### src/rtl/mdu_hilo.sv
// mdu_hilo: iterative multiply/divide unit with architectural HI/LO registers.
//
// Ports:
//   clk        rising-edge clock
//   rst_n      asynchronous active-low reset
//   MDU_start  operation request, sampled on the rising edge
//   MDU_op     000 MULT, 001 MULTU, 010 DIV, 011 DIVU, 100 MTHI, 101 MTLO,
//              110/111 no-op
//   MDU_rs     rs operand (multiplicand / dividend / MT source)
//   MDU_rt     rt operand (multiplier / divisor)
//   MDU_busy   high while a mul/div is in progress (state != IDLE)
//   MDU_done   one-cycle pulse when HI/LO are written by a mul/div
//   MDU_hi     HI register
//   MDU_lo     LO register
//
// A mul/div walks IDLE -> CALC (ITER radix-2 steps) -> FIX (sign fix and
// HI/LO write). Signed operations iterate on magnitudes; the FIX edge
// restores the signs. MTHI/MTLO complete on their own edge while idle.

module mdu_hilo #(
    parameter int DATA_W = 32,
    parameter int ITER   = 32
) (
    input  logic              clk,
    input  logic              rst_n,
    input  logic              MDU_start,
    input  logic [2:0]        MDU_op,
    input  logic [DATA_W-1:0] MDU_rs,
    input  logic [DATA_W-1:0] MDU_rt,
    output logic              MDU_busy,
    output logic              MDU_done,
    output logic [DATA_W-1:0] MDU_hi,
    output logic [DATA_W-1:0] MDU_lo
);

    localparam int CW = (ITER > 1) ? $clog2(ITER) : 1;
    localparam int PW = 2 * DATA_W;

    typedef enum logic [1:0] {
        S_IDLE = 2'd0,
        S_CALC = 2'd1,
        S_FIX  = 2'd2
    } state_t;

    state_t state_q, state_d;

    // ------------------------------------------------------------------
    // Request decode
    // ------------------------------------------------------------------
    logic req_md;
    logic req_mthi;
    logic req_mtlo;
    logic accept_md;
    logic wr_mthi;
    logic wr_mtlo;

    assign req_md   = MDU_start & ~MDU_op[2];
    assign req_mthi = MDU_start & (MDU_op == 3'b100);
    assign req_mtlo = MDU_start & (MDU_op == 3'b101);

    // FIX hands straight over to a new mul/div so a request on the
    // done edge loses no cycle. MT writes stay idle-only: on the FIX
    // edge they would collide with the result write.
    assign accept_md = req_md &
                       ((state_q == S_IDLE) || (state_q == S_FIX));
    assign wr_mthi   = req_mthi & (state_q == S_IDLE);
    assign wr_mtlo   = req_mtlo & (state_q == S_IDLE);

    // Operand preparation: signed ops iterate on magnitudes.
    logic              op_signed;
    logic              op_div;
    logic              rs_neg;
    logic              rt_neg;
    logic [DATA_W-1:0] rs_mag;
    logic [DATA_W-1:0] rt_mag;

    assign op_signed = ~MDU_op[0];
    assign op_div    = MDU_op[1];
    assign rs_neg    = op_signed & MDU_rs[DATA_W-1];
    assign rt_neg    = op_signed & MDU_rt[DATA_W-1];
    assign rs_mag    = rs_neg ? -MDU_rs : MDU_rs;
    assign rt_mag    = rt_neg ? -MDU_rt : MDU_rt;

    // ------------------------------------------------------------------
    // Datapath state
    // ------------------------------------------------------------------
    // acc_q: mul = {partial product high, multiplier shifting out},
    //        div = {remainder, dividend shifting out / quotient in}.
    // opnd_q: value added (mul) or subtracted (div) each step.
    logic [PW-1:0]     acc_q,  acc_d;
    logic [DATA_W-1:0] opnd_q, opnd_d;
    logic [DATA_W-1:0] raw_q,  raw_d;
    logic              sa_q,   sa_d;
    logic              sb_q,   sb_d;
    logic              div_q,  div_d;
    logic              dz_q,   dz_d;
    logic [CW-1:0]     cnt_q,  cnt_d;
    logic [DATA_W-1:0] hi_q,   hi_d;
    logic [DATA_W-1:0] lo_q,   lo_d;
    logic              done_q, done_d;

    logic cnt_last;
    assign cnt_last = (cnt_q == CW'(ITER - 1));

    // ------------------------------------------------------------------
    // One radix-2 step
    // ------------------------------------------------------------------
    logic [DATA_W:0] mul_sum;
    logic [PW-1:0]   mul_next;
    logic [DATA_W:0] div_shift;
    logic [DATA_W:0] div_diff;
    logic [PW-1:0]   div_next;

    always_comb begin
        mul_sum  = {1'b0, acc_q[PW-1:DATA_W]} +
                   (acc_q[0] ? {1'b0, opnd_q} : {(DATA_W+1){1'b0}});
        mul_next = {mul_sum, acc_q[DATA_W-1:1]};

        // Restoring division: a borrow out of the trial subtract keeps
        // the shifted remainder and records a 0 quotient bit.
        div_shift = {acc_q[PW-1:DATA_W], acc_q[DATA_W-1]};
        div_diff  = div_shift - {1'b0, opnd_q};
        if (div_diff[DATA_W]) begin
            div_next = {div_shift[DATA_W-1:0],
                        acc_q[DATA_W-2:0], 1'b0};
        end else begin
            div_next = {div_diff[DATA_W-1:0],
                        acc_q[DATA_W-2:0], 1'b1};
        end
    end

    // ------------------------------------------------------------------
    // Sign correction and final HI/LO values
    // ------------------------------------------------------------------
    logic              res_neg;
    logic [PW-1:0]     prod_fix;
    logic [DATA_W-1:0] quo_fix;
    logic [DATA_W-1:0] rem_fix;
    logic [DATA_W-1:0] res_hi;
    logic [DATA_W-1:0] res_lo;

    always_comb begin
        res_neg  = sa_q ^ sb_q;
        prod_fix = res_neg ? -acc_q : acc_q;
        quo_fix  = res_neg ? -acc_q[DATA_W-1:0] : acc_q[DATA_W-1:0];
        // Remainder follows the dividend's sign.
        rem_fix  = sa_q ? -acc_q[PW-1:DATA_W] : acc_q[PW-1:DATA_W];

        res_hi = prod_fix[PW-1:DATA_W];
        res_lo = prod_fix[DATA_W-1:0];
        if (div_q) begin
            if (dz_q) begin
                // Divide by zero: all-ones quotient, dividend as given.
                res_hi = raw_q;
                res_lo = {DATA_W{1'b1}};
            end else begin
                res_hi = rem_fix;
                res_lo = quo_fix;
            end
        end
    end

    // ------------------------------------------------------------------
    // FSM: state register
    // ------------------------------------------------------------------
    always_ff @(posedge clk or negedge rst_n) begin
        if (!rst_n) begin
            state_q <= S_IDLE;
        end else begin
            state_q <= state_d;
        end
    end

    // ------------------------------------------------------------------
    // FSM: next state
    // ------------------------------------------------------------------
    always_comb begin
        state_d = state_q;
        unique case (state_q)
            S_IDLE: begin
                if (accept_md) state_d = S_CALC;
            end
            S_CALC: begin
                if (cnt_last) state_d = S_FIX;
            end
            S_FIX: begin
                state_d = accept_md ? S_CALC : S_IDLE;
            end
            default: state_d = S_IDLE;
        endcase
    end

    // ------------------------------------------------------------------
    // FSM: outputs
    // ------------------------------------------------------------------
    always_comb begin
        MDU_busy = (state_q != S_IDLE);
    end

    // ------------------------------------------------------------------
    // Datapath next state
    // ------------------------------------------------------------------
    always_comb begin
        acc_d  = acc_q;
        opnd_d = opnd_q;
        raw_d  = raw_q;
        sa_d   = sa_q;
        sb_d   = sb_q;
        div_d  = div_q;
        dz_d   = dz_q;
        cnt_d  = cnt_q;

        if (accept_md) begin
            opnd_d = op_div ? rt_mag : rs_mag;
            acc_d  = {{DATA_W{1'b0}}, (op_div ? rs_mag : rt_mag)};
            raw_d  = MDU_rs;
            sa_d   = rs_neg;
            sb_d   = rt_neg;
            div_d  = op_div;
            dz_d   = op_div & (MDU_rt == {DATA_W{1'b0}});
            cnt_d  = '0;
        end else if (state_q == S_CALC) begin
            acc_d = div_q ? div_next : mul_next;
            cnt_d = cnt_q + CW'(1);
        end
    end

    always_comb begin
        hi_d   = hi_q;
        lo_d   = lo_q;
        done_d = 1'b0;
        if (state_q == S_FIX) begin
            hi_d   = res_hi;
            lo_d   = res_lo;
            done_d = 1'b1;
        end else begin
            if (wr_mthi) hi_d = MDU_rs;
            if (wr_mtlo) lo_d = MDU_rs;
        end
    end

    // ------------------------------------------------------------------
    // Datapath registers
    // ------------------------------------------------------------------
    always_ff @(posedge clk or negedge rst_n) begin
        if (!rst_n) begin
            acc_q  <= '0;
            opnd_q <= '0;
            raw_q  <= '0;
            sa_q   <= 1'b0;
            sb_q   <= 1'b0;
            div_q  <= 1'b0;
            dz_q   <= 1'b0;
            cnt_q  <= '0;
            hi_q   <= '0;
            lo_q   <= '0;
            done_q <= 1'b0;
        end else begin
            acc_q  <= acc_d;
            opnd_q <= opnd_d;
            raw_q  <= raw_d;
            sa_q   <= sa_d;
            sb_q   <= sb_d;
            div_q  <= div_d;
            dz_q   <= dz_d;
            cnt_q  <= cnt_d;
            hi_q   <= hi_d;
            lo_q   <= lo_d;
            done_q <= done_d;
        end
    end

    assign MDU_hi   = hi_q;
    assign MDU_lo   = lo_q;
    assign MDU_done = done_q;

endmodule

### config.mk
export PLATFORM = sky130hd
export DESIGN_NAME = mdu_hilo
export DESIGN_NICKNAME = d
export VERILOG_FILES = /design/src/rtl/mdu_hilo.sv
export SDC_FILE = /design/constraint.sdc
export NUM_CORES = 1
export LEC_CHECK = 0
export BUFFER_PORTS_ARGS = -buffer_cell sky130_fd_sc_hd__buf_4
export CAP_MARGIN = 20
export CORE_MARGIN = 2
export CORE_UTILIZATION = 60
export DETAILED_ROUTE_END_ITERATION = 8
export PLACE_DENSITY = 0.86
export SLEW_MARGIN = 25
export SYNTH_ARGS = -nofsm -noshare
export SYNTH_HDL_FRONTEND = slang
export SYNTH_SLANG_ARGS = --single-unit
export TNS_END_PERCENT = 30
### constraint.sdc
create_clock -name clk -period 6.67 [get_ports clk]
set_clock_uncertainty 0.15 [all_clocks]
set_input_delay 1.334 -clock clk [delete_from_list [all_inputs] [get_ports clk]]
set_output_delay 1.334 -clock clk [all_outputs]
set_load 0.01 [all_outputs]
* Yosys cells after proc, flatten, opt, wreduce, memory -nomap -nowiden *
Cells that the tools add are included.

word-level totals
  output and inout bits = 66
  register bits = 204
  logic and storage cells = 74
  input bits = 70

cells by class
  $add $sub $neg = 8
  equal/unequal tests = 7
  muxes and demuxes = 27
  reductions and logical operators = 8
  bitwise logic cells = 12

operators with widths
  operator                                       number
  two-way mux 32 bit                             15
  two-way mux 64 bit                             5
  negator 32 bit                                 4
  negator 64 bit                                 1
  adder 32 x 32 -> 33 bit                        1
  subtractor 33 x 32 -> 33 bit                   1
  logical NOT 32 bit                             1
  two-way mux 5 bit                              2
  bitwise AND 1 bit                              9
  nonzero test 2 bit                             4
  == test 3 bit, second input constant           2
  case mux 2 bit (3 select lines)                1
  adder 5 x 1 -> 5 bit, second input constant    1
  == test 5 bit, second input constant           1
  two-way mux 2 bit                              2
  inequality test 2 bit, second input constant   2
  == test 2 x 1 -> 1 bit, second input constant  1
  == test 2 bit, second input constant           1
  logical NOT 2 bit                              1
  two-way mux 1 bit                              2
  inverter 1 bit                                 2
  AND reduction 2 bit                            1
  logical OR 1 bit                               1
  XOR 1 bit                                      1

* Depth between registers and ports, before layout *
  depth after elaboration = 5
  gate-level depth with buffers = 15
  gate-level depth less buffers = 14

* Least setup slack after synthesis *
OpenSTA, ideal clock, no wires.

  kind = input port to flip-flop
  from = input port MDU_rs[5]
  to = register opnd_q[26]
  required time = 6388 ps
  path slack = 2846 ps
  path buffers = 1
  library setup time = 132 ps
  arrival = 3542 ps
  stages = 11
  cells stage by stage = clkbuf_1 -> or4_1 -> nor4_1 -> and3b_1 -> nand2_1 -> nor4_1 -> a21oi_1 -> xnor2_1 -> nor2_1 -> o21ai_0 -> o21ai_0

on the way
  word-level cells in the longest chain between the ends = 3

RTL lines
  element                 line  source
  start: declaration      28    input logic [DATA_W-1:0] MDU_rs,
  negator 32 bit          81    assign rs_mag = rs_neg ? -MDU_rs : MDU_rs;
  two-way mux 32 bit      81
  two-way mux 32 bit      214   opnd_d = op_div ? rt_mag : rs_mag;
  end signal: assignment  260   opnd_q <= opnd_d;
  end: declaration        91    logic [DATA_W-1:0] opnd_q, opnd_d;

No other way between the ends.
A chain may end at the register's enable or synchronous reset.

* Final worst setup path *
  from = register acc_q[0]
  to = register acc_q[63]

on the way
  word-level cells in the longest chain between the ends = 5

RTL lines
  element                   line  source
  start: declaration        90    logic [PW-1:0] acc_q, acc_d;
  start signal: assignment  247   acc_q <= '0;
  start signal: assignment  259   acc_q <= acc_d;
  two-way mux 32 bit        116   (acc_q[0] ? {1'b0, opnd_q} : {(DATA_W+1){1'b0}});
  adder 32 x 32 -> 33 bit   115   mul_sum = {1'b0, acc_q[PW-1:DATA_W]} +
  two-way mux 64 bit        223   acc_d = div_q ? div_next : mul_next;
  two-way mux 64 bit        222   end else if (state_q == S_CALC) begin
  two-way mux 64 bit        213   if (accept_md) begin

No other way between the ends. The select of a mux whose other input is x is not followed.

==> flow_metrics.py <==
metrics = {
    "pwr": {
        "total_leakage_power_uw": 0.00821,
        "ir_drop_mv": 0.330,
        "p_per_area_mw_per_mm2": 582,
        "p_total_uw": 11000,
    },
    "synth": {
        "syn_inst": 2157,
        "synth_top_flop_cell": "dfrtp_1",
        "synth-seq-cells": 204,
        "synth-seq-area-share_pct": 30.1,
        "yosys_warnings": 0,
        "synth.top_cell.area_share_pct": 30.1,
        "syn_area_per_cell_um2": 7.87,
        "synth_edf_count": 0,
        "synthesis.nets": 2299,
        "synth.distinct_cells": 77,
        "async_reset_ff_share_pct": 100,
        "synthTopCellsByArea": "dfrtp_1 30%, nand2_1 7.5%, mux2i_1 5.5%",
        "syn-cell-area_mm2": 0.0170,
        "yosysTopAreaCell": "dfrtp_1",
    },
    "sta": {
        "worst-slew-pin-transition_ns": 1.01,
        "hold_viol": 0,
        "rsz0062_at_grt": "false",
        "worst_slack_ns": 2.31,
        "setup_viol": 0,
        "maxSlewViolCount": 0,
        "fin_crit_ns": 4.36,
        "period_share_pct": 65.3,
        "max_freq_ghz": 0.230,
        "slew_headroom_pct": 32.3,
        "fin_tns_setup_ns": 0,
    },
    "drt": {
        "dr.pass1.iters": 6,
        "finalWirelength_mm": 56.2,
        "ant_nets": 0,
        "dr_total_vias": 17300,
        "via_per_inst": 6.71,
        "drcViolationCount": 0,
        "detail_route.wl_per_cell_um": 21.8,
        "drt_iter0_markers": 2123,
    },
    "clock_tree": {
        "ctsResizeCount": 0,
        "cts_tree": "built",
        "postCtsHoldBufs": 0,
        "htreeDepth": 1,
        "clock-root-buffer": "clkbuf_16",
        "clk_latency_ns": 0.53,
        "clockBufferDepth": 3,
        "clkTransAtPathRegs_ns": 0.06,
        "cts_inserted_buffers": 24,
        "cts.sinks": 204,
        "post-cts-setup-buffer-count": 0,
    },
    "setup_path": {
        "reg2reg_setup_slack_ns": 2.31,
        "path_class": "reg2reg",
        "timing.rr.start": "acc_q[0]",
        "cp-endpoint": "acc_q[63]",
        "critPathLaunch": "acc_q[0]",
        "cp-end-kind": "register",
        "worstSetupStartpointType": "register",
        "arrival_ns": 4.57,
        "reg2reg_to": "acc_q[63]",
        "crit_fanout": 32,
        "r2r_cells": 13,
        "worstPathRequired_ns": 6.89,
    },
    "grt": {
        "grt.met1_usage_pct": 49.4,
        "grt_pass1_wl_mm": 86.8,
        "grt_pass1_vias": 16000,
        "met2_usage_pct": 56.9,
        "grt_busiest_layer": "met2",
        "gr-total-overflow": 0,
        "grt_use_total_pct": 37.2,
        "grtUsageMet3_pct": 5.45,
        "grt_max_degree": 98,
        "antenna_found_initial": 0,
    },
    "cells_and_area": {
        "fin_nets": 2328,
        "diodes": 0,
        "mostFrequentLayoutCells": "339 x nand2_1, 202 x dfrtp_1, 169 x nor2_1",
        "seqCellArea_mm2": 0.00511,
        "area_growth_pct": 11.4,
        "drive_above_1_share_pct": 10.9,
        "n_fill_cell": 2333,
        "final_area_mm2": 0.0189,
        "final_common_cell": "nand2_1",
        "multi_input_area_mm2": 0.0111,
    },
    "floorplan": {
        "fp.dieArea_mm2": 0.0296,
        "die_h_um": 172,
        "die_w_um": 172,
        "initial_core_util_pct": 61.1,
        "ios": 136,
        "rows": 61,
        "core_mm2": 0.0278,
    },
    "placement": {
        "io_buffers": 135,
        "place_area_mm2": 0.0181,
        "post-place-ws_ns": 2.00,
        "dp_hpwl_mm": 40.0,
        "gp_congestion": 0.985,
    },
    "job": {
        "drv_cap": 0,
    },
    "min_path": {
        "hold_path.class": "reg2reg",
    },
    "run_status": {
        "outcome": "finished clean",
    },
}
[metrics by stage]
step	util (%)	std cells	hold slack (ns)
6_report	68.1	2582	0.331
5_1_grt	68.1	2582	0.354
4_1_cts	68.0	2582	0.329
3_5_place_dp	65.2	2538	0.314
3_3_place_gp	65.2	2538	0.306
2_1_floorplan	-	2157	0.290
[power breakdown]
group	internal, uW	switching, uW
sequential	1860	803
combinational	2940	4030
clock	809	556
total	5610	5390
[flip-flops by register name, summed over array words and instances (netlist names)]
| name | cells |
|---|---|
| div_q | 1 |
| sb_q | 1 |
| opnd_q | 32 |
| sa_q | 1 |
| acc_q | 64 |
| raw_q | 32 |
| MDU_done | 1 |
| cnt_q | 5 |
| MDU_lo | 32 |
| dz_q | 1 |
| MDU_hi | 32 |
| state_q | 2 |
[how the worst min path moves through the flow]
| stage | startpoint | endpoint | slack, ns | cells after the start |
|---|---|---|---|---|
| CTS | raw_q[25] | raw_q[25] | 0.33 | 2 |
| floorplan | raw_q[10] | raw_q[10] | 0.29 | 2 |
| finish | opnd_q[3] | opnd_q[3] | 0.33 | 2 |
| detailed placement | raw_q[21] | raw_q[21] | 0.31 | 2 |
| global placement | raw_q[12] | raw_q[12] | 0.31 | 2 |
| global route | raw_q[16] | raw_q[16] | 0.35 | 2 |
[kinds of logic after synthesis]
group | after synthesis | share of synthesized area [%]
AND/OR/NAND/NOR | 708 | 18.9
AO/OA/AOI/OAI | 658 | 24.9
buffers and inverters | 228 | 5.08
flip-flops | 204 | 30.1
XOR/XNOR | 182 | 9.39
multiplexers | 105 | 6.28
adder cells (fa/ha/maj) | 72 | 5.40
[critical path, cell delays in order, from the launching register on]
cell and delay (ns):
dfrtp_1 0.46, inv_2 0.47, nor2_1 0.12, ha_1 0.34, nor2b_1 0.17, o31ai_1 0.39
a31oi_1 0.24, o2bb2ai_1 0.25, o21ai_0 0.31, a31oi_1 0.22, a2111oi_0 0.63, nor4b_1 0.11
a221oi_1 0.23, a311oi_1 0.08
[metal layers]
layer / wire, um / vias up
met1: 22100 / 8201
met5: 0 / -
met2: 24600 / 1076
met3: 5330 / 238
li1: - / 7819
met4: 4130 / 0
[cell type report]
class                   count  area share, %
clock buffers              38           3.78
clock inverters             6          0.424
inverters                  71           1.41
multi-input cells        1725           58.5
flip-flops and latches    204           27.0
well taps                 378           2.50
repair buffers            160           6.39
[cells in the mapped netlist, drive strengths merged (6+ instances only)]
| cell | n |
|---|---|
| a211oi | 31 |
| a21o | 33 |
| a21oi | 154 |
| a221oi | 13 |
| a22oi | 25 |
| a311oi | 7 |
| a31oi | 19 |
| a32oi | 35 |
| and2 | 10 |
| buf | 20 |
| clkbuf | 137 |
| dfrtp | 204 |
| ha | 70 |
| inv | 71 |
| mux2 | 12 |
| mux2i | 93 |
| nand2 | 340 |
| nand2b | 15 |
| nand3 | 28 |
| nand4 | 11 |
| nor2 | 171 |
| nor2b | 13 |
| nor3 | 31 |
| nor4 | 17 |
| o211ai | 41 |
| o21ai | 189 |
| o21bai | 8 |
| o221ai | 16 |
| o22ai | 11 |
| o31a | 6 |
| o31ai | 20 |
| o41ai | 10 |
| or2 | 8 |
| or3 | 17 |
| or4 | 17 |
| xnor2 | 95 |
| xor2 | 87 |
Power figures use the tool's default switching activity.
